--- src/rtl/pipe_nbit_elastic.sv ---
// pipe_nbit_elastic: elastic valid/ready pipeline of DEPTH register stages
// carrying WIDTH-bit symbols. Each stage stalls independently. Empty stages
// are filled even while the output is stalled, so symbols never drop or duplicate.
// Optional feature: define PIPE_NBIT_OCC_EN to add the registered occupancy port occ.
module pipe_nbit_elastic #(
    parameter int WIDTH = 2,
    parameter int DEPTH = 3
) (
    input  logic             clk,
    input  logic             reset,
    input  logic             flush,
    input  logic [WIDTH-1:0] in_data,
    input  logic             in_valid,
    output logic             in_ready,
    output logic [WIDTH-1:0] out_data,
    output logic             out_valid,
    input  logic             out_ready
`ifdef PIPE_NBIT_OCC_EN
    ,
    output logic [$clog2(DEPTH+1)-1:0] occ
`endif
);

    generate
        if (DEPTH < 1) begin : g_bad_depth
            $error("pipe_nbit_elastic: DEPTH must be >= 1");
        end
        if (WIDTH < 1) begin : g_bad_width
            $error("pipe_nbit_elastic: WIDTH must be >= 1");
        end
    endgenerate

    logic [WIDTH-1:0] data_p [DEPTH];
    logic [DEPTH-1:0] vld_p;
    logic [DEPTH-1:0] rdy;

    // Ready ripples back from the output: a stage can load if it is empty or its successor loads
    always_comb begin
        logic r;
        r   = out_ready;
        rdy = '0;
        for (int i = DEPTH - 1; i >= 0; i--) begin
            r      = ~vld_p[i] | r;
            rdy[i] = r;
        end
    end

    assign in_ready  = rdy[0];
    assign out_valid = vld_p[DEPTH-1];
    assign out_data  = data_p[DEPTH-1];

    // Valid bits advance stage by stage; flush empties every stage at once
    always_ff @(posedge clk or negedge reset) begin
        if (!reset) begin
            vld_p <= '0;
        end else if (flush) begin
            vld_p <= '0;
        end else begin
            // stage 0: input boundary
            if (rdy[0]) vld_p[0] <= in_valid;
            // stages 1..DEPTH-1: inter-stage boundaries
            for (int i = 1; i < DEPTH; i++) begin
                if (rdy[i]) vld_p[i] <= vld_p[i-1];
            end
        end
    end

    // Data follows valid but only moves on a real symbol; bubbles and flushes leave it intact
    always_ff @(posedge clk or negedge reset) begin
        if (!reset) begin
            for (int i = 0; i < DEPTH; i++) data_p[i] <= '0;
        end else if (!flush) begin
            // stage 0: input boundary
            if (rdy[0] && in_valid) data_p[0] <= in_data;
            // stages 1..DEPTH-1: inter-stage boundaries
            for (int i = 1; i < DEPTH; i++) begin
                if (rdy[i] && vld_p[i-1]) data_p[i] <= data_p[i-1];
            end
        end
    end

`ifdef PIPE_NBIT_OCC_EN
    localparam int OCC_W = $clog2(DEPTH + 1);

    logic in_fire;
    logic out_fire;

    assign in_fire  = in_valid & in_ready;
    assign out_fire = out_valid & out_ready;

    // Occupancy tracks symbols entering minus symbols leaving, cleared by flush
    always_ff @(posedge clk or negedge reset) begin
        if (!reset) begin
            occ <= '0;
        end else if (flush) begin
            occ <= '0;
        end else begin
            occ <= occ + OCC_W'(in_fire) - OCC_W'(out_fire);
        end
    end
`endif

endmodule

--- config.mk ---
export PLATFORM = sky130hd
export DESIGN_NAME = pipe_nbit_elastic
export DESIGN_NICKNAME = d
export VERILOG_FILES = /design/src/rtl/pipe_nbit_elastic.sv
export SDC_FILE = /design/constraint.sdc
export NUM_CORES = 1
export LEC_CHECK = 0
export CAP_MARGIN = 20
export CORE_UTILIZATION = 30
export DETAILED_ROUTE_END_ITERATION = 8
export GPL_TIMING_DRIVEN = 0
export PLACE_DENSITY = 0.59
export SKIP_CTS_REPAIR_TIMING = 1
export SYNTH_ARGS = -nofsm -noshare
export SYNTH_HDL_FRONTEND = slang
export SYNTH_SLANG_ARGS = --single-unit
--- constraint.sdc ---
create_clock -name clk -period 1.4 [get_ports clk]
set_input_delay 0.21 -clock clk [delete_from_list [all_inputs] [get_ports clk]]
set_output_delay 0.21 -clock clk [all_outputs]
set_load 0.005 [all_outputs]
==> results.cfg, run 1 <==
[outcome]
outcome = finished clean

[worst_hold_path]
min_path_type = input port to asynchronous set/reset pin

[global_routing]
antenna_found_initial = 0
grt_pass1_vias = 245
grt_max_degree = 10
grt_remaining_overflow = 0
grt_pass1_wl_mm = 1.021
track_usage_pct = 10.62

[power]
vdd_drop_max_mv = 0.6164
power_uw = 700.4
power_density_mw_per_mm2 = 1269
p_leak_nw = 0.2714

[clocking]
cts_sinks = 9
cts.clk_slew.worst_paths_ns = 0.06
htreeDepth = 1
clk_latency_ns = 0.25
root_buffer = clkbuf_4
cts_buffer_depth = 2
cts_tree = done
cts_buffers = 3

[synthesis]
netlist_area_um2 = 390.4
syn_nets = 36
syn_area_per_cell_um2 = 13.46
synthTopCellsByArea = dfrtp_1 58%, mux2_2 12%, mux2_4 7.7%
synth_top_family_by_area = multiplexers
yosysWarnings = 0
synthCells = 29
synthSimpleGateAreaFrac_pct = 12.50
synth_mux_area_share_pct = 19.23
yosys.cell_types.count = 12
ys_seq_elements = 9
synth_area_leader_cell = dfrtp_1
synth_xor_area_share_pct = 0
synth_compound_gate_area_share_pct = 4.808
synthAdderAreaFrac_pct = 0
ys_seq_area_share_pct = 57.69
synth_top_area_share_pct = 57.69

[route]
vias_per_cell = 4.293
wl_per_cell_um = 10.72
vias = 249
drt_iter0_drc = 1
drc = 0
postRouteAntennaNets = 0
totalWireLength_um = 622
first_pass_iters = 2

[timing]
hold_violations = 0
rsz0062_at_grt = no
finClkSkew_ns = 0.004356
setup_viol = 0
period_share_pct = 94.91
fin_crit_ns = 1.329
slew_headroom_pct = 73.41
worst_slew_pin_slew_ns = 0.3976
max_freq_ghz = 0.7526
slew_viol_final = 0

[setup_path]
critPathMaxFanout = 4
worstSetupStartpointType = flip-flop
crit_path_max_incr_delay_ns = 0.39
reg2reg_slack_ns = 0.07
crit_path_cell_trace = nor2b_4, nor3b_1, mux2_2
critPathKind = flip-flop to flip-flop
endpoint_kind = flip-flop
worstPathRequired_ns = 1.53
r2r.worst_path.cells = 3
arrival_ns = 1.46
cpMaxStageDelayCell = dfrtp_1

[floorplan]
core_area_mm2 = 0.001156
rows = 12
die_h_um = 38.07
die_area_mm2 = 0.001449
start_util_pct = 33.77
io_pins = 11
die_width_um = 38.07

[layout]
n_fill_cell = 110
final_layout_size_suffix_gt1_share_pct = 29.55
final_cells = 58
syn_to_final_growth_pct = 41.35
diodes = 0
final_common_cell = dfrtp_1
finalNetCount = 52
most-common-layout-cells = 9 x dfrtp_1, 6 x clkdlybuf4s50_1, 4 x mux2_2, 4 x dlymetal6s2s_1

[placement]
port_buffers = 10
dpl.cell_count = 53
place_congestion = 0.7169

[job]
cap_violations = 0
[cells in the mapped netlist, drive strengths merged]
cell type  instances
inv                2
a21oi              2
a211o              1
nor2               3
dfrtp              9
buf                2
nand3b             1
nor2b              1
nand4b             1
nor3b              1
mux2               6
[worst max-delay path: cells and delay by family (launching register included)]
family	cells	cell delay, ns
muxes	1	0.37
and+or+nand+nor	2	0.46
DFF	1	0.39
[final timing paths]
check / end / start
worst max-delay path: out_data[1] / vld_p[2]
worst max register to register: out_data[1] / vld_p[2]
min in group clk: vld_p[2] / out_ready
worst min register to register: data_p[2] / data_p[2]
worst min-delay path: out_data[0] / reset
max in group asynchronous: vld_p[0] / reset
[per-layer routing]
| metal | vias to the layer above | global-route usage, % | wire length (um) |
|---|---|---|---|
| met5 | - | 0 | 0 |
| met4 | 0 | 5.357 | 0 |
| met3 | 0 | 3.488 | 35 |
| met2 | 7 | 17.80 | 318 |
| met1 | 114 | 11.85 | 267 |
| li1 | 128 | - | - |
[area by class of cell]
type,count,area [um^2],share of cell area [%]
Tap cell,14,17.52,3.175
Buffer,2,15.01,2.721
Clock buffer,4,26.28,4.762
Sequential cell,9,225.2,40.82
Inverter,2,7.507,1.361
Timing Repair Buffer,11,117.6,21.32
Multi-Input combinational cell,16,142.6,25.85
[logic make-up (layout without fill, tap and decap cells)]
kind of cell	Yosys count	count (layout)
multiplexers	6	6
AND/OR/NAND/NOR	7	7
flip-flops	9	9
buffers and inverters	4	19
AO/OA/AOI/OAI	3	3
[registers in the layout (all words and copies together), names as in the netlist]
signal    count
out_data      2
vld_p         3
data_p        4
[per-stage QoR]
stage          setup TNS (ns)  hold WS, ns  instance area [um^2]  util, %  worst slack [ns]
6_report                    0       0.2520                 551.8    47.73           0.07120
5_1_grt                     0       0.2802                 551.8    47.73         0.0004508
4_1_cts               -0.2425       0.2659                 534.3    46.21           -0.2425
3_5_place_dp           -1.260       0.4918                 508.0    43.94           -0.2386
3_3_place_gp           -1.178       0.4867                 508.0    43.94           -0.2313
2_1_floorplan               0     -0.08559                 390.4        -            0.1410
[report_power, final]
part | total, mW | switching, mW | internal (mW)
sequential | 0.341 | 0.0281 | 0.313
combinational | 0.171 | 0.0423 | 0.128
clock | 0.188 | 0.0792 | 0.109
Note: power is estimated with default switching activity, not from simulation.
==> run 2: changes to the inputs <==
--- a/config.mk
+++ b/config.mk
@@ -9,6 +9,7 @@
 export CORE_UTILIZATION = 30
 export DETAILED_ROUTE_END_ITERATION = 8
 export GPL_TIMING_DRIVEN = 0
+export MAX_ROUTING_LAYER = met4
 export PLACE_DENSITY = 0.59
 export SKIP_CTS_REPAIR_TIMING = 1
 export SYNTH_ARGS = -nofsm -noshare
==> results of run 2 <==
Same layout as run 1: the final DEF is identical, and so are final timing and power.
Among the figures that moved: final weighted congestion in routability-driven placement 0.7169 -> 0.7252; overall routing resource usage 10.62% -> 10.89%
